## src/rtl/control_gen.sv

```systemverilog
// RV32I opcode-class decoder: U/J-type select, illegal-opcode flag, and
// registered debug copies (select, sticky illegal flag, saturating counter).
module control_gen #(
    parameter int unsigned CNT_W = 8
) (
    input  logic             clk,
    input  logic             rst_n,
    input  logic [6:0]       opcode_out_d,
    output logic [1:0]       U_control,
    output logic             u_type,
    output logic             illegal_op,
    output logic [1:0]       U_control_q,
    output logic             illegal_seen,
    output logic [CNT_W-1:0] illegal_cnt
);

    always_comb begin
        U_control = 2'b00;
        case (opcode_out_d)
            7'b1101111: U_control = 2'b11;  // JAL
            7'b0110111: U_control = 2'b01;  // LUI
            7'b0010111: U_control = 2'b10;  // AUIPC
            default:    U_control = 2'b00;
        endcase
    end

    assign u_type = |U_control;

    always_comb begin
        illegal_op = 1'b1;
        case (opcode_out_d)
            7'b0110011, 7'b0010011, 7'b0000011, 7'b0100011, 7'b1100011,
            7'b1101111, 7'b1100111, 7'b0110111, 7'b0010111,
            7'b0001111, 7'b1110011: illegal_op = 1'b0;
            default:                illegal_op = 1'b1;
        endcase
    end

    always_ff @(posedge clk or negedge rst_n) begin
        if (!rst_n) begin
            U_control_q  <= 2'b00;
            illegal_seen <= 1'b0;
            illegal_cnt  <= '0;
        end else begin
            U_control_q <= U_control;
            if (illegal_op) begin
                illegal_seen <= 1'b1;
                // Counter saturates at all-ones rather than wrapping
                if (illegal_cnt != '1)
                    illegal_cnt <= illegal_cnt + CNT_W'(1);
            end
        end
    end

endmodule

```

## config.mk

```make
export PLATFORM = sky130hd
export DESIGN_NAME = control_gen
export DESIGN_NICKNAME = d
export VERILOG_FILES = /design/src/rtl/control_gen.sv
export SDC_FILE = /design/constraint.sdc
export NUM_CORES = 1
export LEC_CHECK = 0
export ABC_CLOCK_PERIOD_IN_PS = 1250
export BUFFER_PORTS_ARGS = -buffer_cell sky130_fd_sc_hd__buf_2
export CAP_MARGIN = 10
export CORE_MARGIN = 4
export CORE_UTILIZATION = 41
export CTS_CLUSTER_DIAMETER = 30
export DETAILED_ROUTE_END_ITERATION = 7
export GPL_TIMING_DRIVEN = 1
export PLACE_DENSITY = 0.72
export SKIP_CTS_REPAIR_TIMING = 1
export SLEW_MARGIN = 20
export SYNTH_ARGS = -nofsm -noshare
export SYNTH_HDL_FRONTEND = slang
export SYNTH_SLANG_ARGS = --single-unit
```

## constraint.sdc

```tcl
create_clock -name clk -period 1.25 [get_ports clk]
set_input_delay 0.25 -clock clk [delete_from_list [all_inputs] [get_ports clk]]
set_output_delay 0.25 -clock clk [all_outputs]
set_load 0.005 [all_outputs]
```

Word-level counts from Yosys, hierarchy flattened
Cells that the tools add are included.
{ "word_totals": {"output_inout_bits": 15, "reg_bits": 11} }
{ "classes": {"eq_ne": 12, "n_addsub": 1, "bitwise": 1, "n_reduce_logical": 3, "mux": 2} }
{ "op_table": {"columns": ["op", "n"], "rows": [
  ["$eq A7 B7 Y1 const B", 4],
  ["$eq A7 B6 Y1 const B", 3],
  ["$eq A7 B5 Y1 const B", 2],
  ["$reduce_or A11 Y1", 1],
  ["$add A8 B1 Y8 const B", 1],
  ["$ne A8 B8 Y1 const B", 1],
  ["$eq A7 B2 Y1 const B", 1],
  ["$eq A7 B4 Y1 const B", 1],
  ["$pmux W2 S3", 1],
  ["$reduce_and A2 Y1", 1],
  ["$reduce_or A2 Y1", 1],
  ["$mux W1", 1],
  ["$not A1 Y1", 1]
]} }

Logic depth before layout (Yosys ltp)
Gate-level depths: netlist of run 1.
{ "logic_depth": {"word_depth": 4, "depth_mapped": 5, "depth_no_buf": 5} }

Worst setup path before layout of run 1
OpenSTA, ideal clock, no wires.
{ "synth_path": {"path_type": "input port to flip-flop", "from": "in opcode_out_d[2]", "to": "reg illegal_cnt[6]", "slack_ns": -0.326, "path_stages": 5, "arrival_ns": 1.448, "path_cell_list": "nor2b_1 -> mux2_4 -> o32ai_4 -> nor3_1 -> mux2_1"} }
{ "synth_via": {"elab_chain_len": 4, "word_cells_on_any_way": 14, "classes_between": "eq/ne (11); bitwise (1); reduce/logical (2)"} }
{ "synth_rtl": {"columns": ["item", "line", "rtl"], "rows": [
  ["from (decl)", "8", "input logic [6:0] opcode_out_d,"],
  ["$eq A7 B6 Y1 (tied with other cells)", "31", "case (opcode_out_d)"],
  ["$reduce_or A11 Y1 *", "31", null],
  ["$not A1 Y1 (no line) *", null, null],
  ["$reduce_and A2 Y1 (no line) *", null, null],
  ["to (signal assigned)", "50", "illegal_cnt <= illegal_cnt + CNT_W'(1);"],
  ["to (decl)", "14", "output logic [CNT_W-1:0] illegal_cnt"]
]} }
Mark *: on every way between the ends. The rest lies on a longest branch, timed or not.
A chain may end at the register's enable or synchronous reset.

Worst setup path in the final report of run 1
{ "layout_path": {"from": "in opcode_out_d[4]", "to": "out illegal_op"} }
{ "layout_via": {"elab_chain_len": 3, "word_cells_on_any_way": 13, "classes_between": "eq/ne (11); mux (1); reduce/logical (1)"} }
{ "layout_rtl": {"columns": ["item", "line", "rtl"], "rows": [
  ["$eq A7 B6 Y1 (tied with other cells)", "31", null],
  ["$reduce_or A11 Y1 *", "31", null],
  ["$mux W1 *", "31", null],
  ["to (decl)", "11", "output logic illegal_op,"]
]} }
Marked as above.

==> metrics.md, run 1 <==
| Metric | Value |
|---|---|
| Status | `finished with violations` |
| Violated checks | `negative setup slack` |
| Yosys reg bits | `11` |
| Placer Congestion | `0.738` |
| Cell Area, Placed | `911 um2` |
| CP Launch Type | `primary input` |
| Total chip power | `around 1.8 mW` |
| Post-Synth Simple-Gate Area | `26.7%` |
| Final setup margin | `-0.253 ns` |
| Number of antenna violations at the first check in global routing | `0` |
| Global-route wire length before repair | `around 2.6 mm` |
| Setup TNS Final | `-1.75 ns` |
| R2R Setup Slk | `-0.12 ns` |
| Synth top area share | `45.5%` |
| RSZ-0062 raised after global routing | `true` |
| Top cells by count, synth | `11 x dfrtp_1, 7 x nand2_1, 5 x nor2_1` |
| Finish-stage setup viols | `12` |
| WS Path Type | `primary input to output pin` |
| Largest family of logic cells by synthesized area | `simple AND/OR/NAND/NOR gates` |
| Fin crit period | `1.50 ns` |
| Total number of vias | `618` |
| Die ar. | `between 2000 and 2500 um2` |
| DIE HEIGHT | `between 40 and 50 um` |
| Max Clock Skew | `0.00384 ns` |
| Number of synthesized flops with an enable pin | `0` |
| Fill cells | `95` |
| Synth unique cells | `21` |
| Final Hold Viols | `0` |
| N_diodes | `0` |
| Synth Area in XOR/XNOR | `5.79%` |
| Register area share after synthesis | `45.5%` |
| Ys async rst share | `100%` |
| Reg clk slew, reported paths | `roughly 0.070 ns` |
| Util after Layout | `~75%` |
| Clk sink count | `11` |
| Final HPWL DP | `1.31 mm` |
| Mux cell area share after synthesis | `9.71%` |
| Remaining DRCs | `0` |
| Initial Util | `44.9%` |
| Finished Layout Cells | `approximately 130` |
| Netlist Area Pre-Place | `606 um2` |
| Synth area leaders | `dfrtp_1 45%, xor2_1 5.8%, o32ai_4 4.5%, nand2_1 4.3%, nor2b_1 4.1%` |
| DP Worst Slack | `-0.475 ns` |
| Vias in the first global route | `633` |
| Total GRT Usage | `16.7%` |
| Synth Area in Adders | `under 10%` |
| Routed wire length | `1.68 mm` |
| Syn Area/Cell | `10.1 um2` |
| P per Cell Area | `1780 nW/um2` |
| Largest net degree at the start of global routing | `12` |
| Placed insts | `119` |
| Finished Cell Area | `1010 um2` |
| Syn_nets | `70` |
| NumNets Final | `between 100 and 150` |
| WP data arrival | `1.25 ns` |
| Max Slew Vio Count | `0` |
| TritonCTS Buffers | `3` |
| Worst IR Drop VDD | `1350 uV` |
| Yosys warning count | `0` |
| Peak Freq | `between 600 and 700 MHz` |
| Slew HR | `83.3%` |
| Worst Path Max Fanout | `3` |
| CTS tree | `built` |
| Part of the cycle the worst path needs | `120%` |
| Clock Path Buffers | `2` |
| Drt first pass iters | `6` |
| Clock root buffer | `clkbuf_4` |
| Main flop type after synthesis | `dfrtp_1` |
| CTS H-tree lvls | `1` |
| Num ports | `24` |
| Rows | `13` |
| Worst hold slack | `0.343 ns` |
| Area grow syn2layout | `66.5%` |
| Leakage | `0.504 nW` |
| Max_cap viols | `0` |
| ANT nets after route | `0` |
| Worst Hold Class | `primary input to flop` |
| Per-cell routed wire length | `13.4 um` |
| Mapped Cells | `60` |
| Area leader, netlist | `dfrtp_1` |
| Core area | `approximately 1400 um2` |
| Buffers added on ports | `23` |
| CP Capture Type | `output pin` |
| Post-synthesis compound-gate area fraction | `9.09%` |
| Clk Latency, worst-skew pair | `0.26 ns` |
| Most common cell in the netlist | `dfrtp_1` |
| Horiz. Die Dim | `around 46 um` |
| DR vias/cell | `about 5` |
| DR iter-0 viols | `8` |
| Worst path required time | `1.00 ns` |
| Slew @ Worst Pin | `0.251 ns` |
| Grt ovf | `0` |
| Ratio of cells with drive above 1 in the final layout | `roughly 54%` |
power breakdown:
group          internal, mW  leakage [nW]  switching, mW
clock network         0.123        0.0150          0.120
registers             0.497         0.129          0.102
logic                 0.561         0.360          0.395
total                  1.18         0.504          0.618
per-layer routing:
layer	GRT usage, %	part of all wire, %
met1	19.5	42
met2	31.0	53
met3	4.30	4.9
met4	1.70	0
met5	0	0
placed cells by master, fill, tap and decap left out, types with 2 or more instances in the layout:
master	count
nand3_1	4
nor2b_4	2
xor2_1	4
clkbuf_4	3
a21oi_1	3
dfrtp_1	10
buf_4	19
nor2_1	5
nand2_1	7
nor3_1	2
buf_2	20
buf_6	5
mux2_1	2
inv_1	2
nand2b_1	3
nand4_1	3
worst max-delay path: stages:
cell     delay [ns]
buf_8          0.10
nor2b_4        0.11
mux2_4         0.32
o32ai_4        0.27
inv_1          0.07
buf_2          0.13
cell families (layout without fill, tap and decap cells):
logic type,after synthesis,count (layout)
DFF,11,11
xor gates and xnor gates,4,4
AOI/OAI and AO/OA,6,6
muxes,5,5
adders and majority gates,1,1
and+or+nand+nor,31,31
buffers and inverters,2,52
cell type report:
cell class / instances / area [um2] / area share (%)
inverter: 2 / 7.51 / 0.744
clock buffer: 4 / 26.3 / 2.61
timing repair buffer: 46 / 324 / 32.1
tap: 15 / 18.8 / 1.86
multi-input combinational: 47 / 355 / 35.2
sequential: 11 / 277 / 27.4
registers in the layout, summed over array words and instances, names as in the netlist:
register,count
U_control_q,2
illegal_cnt,8
illegal_seen,1
final timing paths:
check / start / endpoint / depth (start not counted)
worst min-delay path: opcode_out_d[4] / U_control_q[0] / 3
min in group asynchronous: rst_n / illegal_cnt[7] / 2
max in group asynchronous: rst_n / illegal_cnt[3] / 2
worst min register to register: illegal_seen / illegal_seen / 1
worst max-delay path: opcode_out_d[4] / illegal_op / 6
worst max register to register: illegal_cnt[1] / illegal_cnt[7] / 4
No activity file was read; power rests on OpenSTA's default activity.
==> run 2: changes to the inputs <==
- ABC_CLOCK_PERIOD_IN_PS: 1250 -> 1700
- CORE_UTILIZATION: 41 -> 45
- PLACE_DENSITY: 0.72 -> 0.75
- clock period: 1.25 -> 1.7 ns (I/O delays scaled with it)
==> run 2 against run 1 <==
The run still ends with negative setup slack left. Clock power decreased by 26%. Global-route usage fell by 2.3 points. Critical path depth stayed put. Power is 41% lower. Clock-buffer cell count did not move. Sequential power shrank 20%. Sequential cell count unchanged. Combinational power is 58% lower. Die area decreased by 7.4%. Final cell count is 10% lower. Clock skew is 0.0074 ns higher. Setup slack improved by 0.23 ns. Critical path type unchanged. Critical endpoint unchanged. Largest cell class unchanged. Highest routed layer is now met4.
==> metrics.md, run 2 (synthesis gave the netlist of run 1 again) <==
| Metric | Value |
|---|---|
| Worst hold slack | `0.349 ns (+0.00568 ns)` |
| WS Path Type | `primary input to output pin` |
| RSZ-0062 raised after global routing | `true` |
| Placed insts | `105 (-12%)` |
| Vias in the first global route | `484 (-24%)` |
| CTS H-tree lvls | `1 (unchanged)` |
| Worst Path Max Fanout | `3 (unchanged)` |
| Number of antenna violations at the first check in global routing | `0 (unchanged)` |
| CP Capture Type | `output pin` |
| Finished Layout Cells | `112 (-10%)` |
| Finished Cell Area | `886 um2 (-12%)` |
| Max reg flops | `8 (unchanged)` |
| Max Slew Vio Count | `0 (unchanged)` |
| Die ar. | `2000 um2 (-7.4%)` |
| Fill cells | `87 (-8.4%)` |
| Status | `finished with violations` |
| P per Cell Area | `1200 nW/um2 (-33%)` |
| Initial Util | `51.1% (+6.2 points)` |
| Horiz. Die Dim | `44.7 um (-3.8%)` |
| Ratio of cells with drive above 1 in the final layout | `43.9% (-9.8 points)` |
| Total number of vias | `582 (-5.8%)` |
| Drt first pass iters | `4 (-2)` |
| Clock root buffer | `clkbuf_4` |
| DP Worst Slack | `-0.129 ns (+0.346 ns)` |
| Violated checks | `negative setup slack` |
| Remaining DRCs | `0 (unchanged)` |
| Setup TNS Final | `-0.0185 ns (+1.73 ns)` |
| Core area | `1190 um2 (-12%)` |
| Final setup margin | `-0.0185 ns (+0.234 ns)` |
| NumNets Final | `109 (-9.9%)` |
| Total chip power | `1.06 mW (-41%)` |
| Per-cell routed wire length | `12.7 um (-5.4%)` |
| Fin crit period | `1.72 ns` |
| Part of the cycle the worst path needs | `101%` |
| Num ports | `24 (unchanged)` |
| Clk Latency, worst-skew pair | `0.28 ns (+0.02 ns)` |
| Most frequent cells in the layout | `21 x buf_2, 11 x dfrtp_1, 10 x buf_4` |
| Worst Hold Class | `primary input to flop` |
| Biggest registers after layout | `illegal_cnt x8, U_control_q x2, illegal_seen x1` |
| Largest net degree at the start of global routing | `12 (unchanged)` |
| Util after Layout | `74.7% (about the same)` |
| Total GRT Usage | `14.4% (-2.3 points)` |
| CP Launch Type | `primary input` |
| Max Clock Skew | `0.0112 ns (+0.00739 ns)` |
| CTS tree | `built` |
| Reg clk slew, reported paths | `0.06 ns (about the same)` |
| Slew @ Worst Pin | `0.315 ns (+0.0640 ns)` |
| Worst IR Drop VDD | `797 uV (-41%)` |
| Grt ovf | `0 (unchanged)` |
| Cell Area, Placed | `798 um2 (-12%)` |
| Leakage | `0.434 nW (-14%)` |
| DIE HEIGHT | `44.7 um (-3.8%)` |
| Top reg by flops | `illegal_cnt` |
| Global-route wire length before repair | `2.04 mm (-20%)` |
| Rows | `12 (-1)` |
| DR vias/cell | `5.20 (+5.1%)` |
| Most common cell after layout, fill and taps aside | `buf_2` |
| Clk sink count | `11 (unchanged)` |
| Placer Congestion | `0.862 (+17%)` |
| WP data arrival | `1.38 ns (+0.13 ns)` |
| Finish-stage setup viols | `1 (-11)` |
| Worst path required time | `1.36 ns (+0.36 ns)` |
| Area grow syn2layout | `46.3%` |
| Slew HR | `78.7% (-4.6 points)` |
| Buffers added on ports | `23 (unchanged)` |
| ANT nets after route | `0 (unchanged)` |
| TritonCTS Buffers | `3 (unchanged)` |
| Final Hold Viols | `0 (unchanged)` |
| N_diodes | `0 (unchanged)` |
| DR iter-0 viols | `11 (+3)` |
| Peak Freq | `just under 600 MHz` |
| Max_cap viols | `0 (unchanged)` |
| Routed wire length | `1.42 mm (-15%)` |
| Clock Path Buffers | `2 (unchanged)` |
run 2: metal layers:
layer / routed length, um / up-vias / GRT usage, %
li1: - / 290 / -
met1: 653 / 264 / 17.8
met5: 0 / - / 0
met4: 20 / 0 / 3.61
met2: 650 / 24 / 22.1
met3: 98 / 4 / 7.32
run 2: cell type report:
class	instances	area (um2)	share of cell area [%]
Multi-Input combinational cell	47	343	38.7
Sequential cell	11	275	31.1
Inverter	2	7.51	0.847
Tap cell	14	17.5	1.98
Clock buffer	4	26.3	2.97
Timing Repair Buffer	34	216	24.4
run 2: worst max-delay path: stages:
cell     delay, ns
buf_8         0.10
nor2b_4       0.11
mux2_4        0.32
o32ai_4       0.30
inv_1         0.08
buf_2         0.13
run 2: path summary, 6_finish.rpt:
kind	from	to	slack (ns)	cells past startpoint
setup / recovery	opcode_out_d[4]	illegal_op	-0.02	6
hold / removal	opcode_out_d[0]	U_control_q[0]	0.35	3
setup reg to reg	illegal_cnt[7]	illegal_cnt[1]	0.18	4
hold reg to reg	illegal_seen	illegal_seen	0.47	1
max in group asynchronous	rst_n	illegal_cnt[1]	1.04	2
min in group asynchronous	rst_n	illegal_cnt[4]	0.45	2
run 2: report_power, final:
part	switching (mW)	leakage (nW)	total (mW)	internal (mW)
Combinational	0.179	0.289	0.405	0.226
Clock	0.0891	0.0150	0.180	0.0910
Sequential	0.116	0.130	0.479	0.363
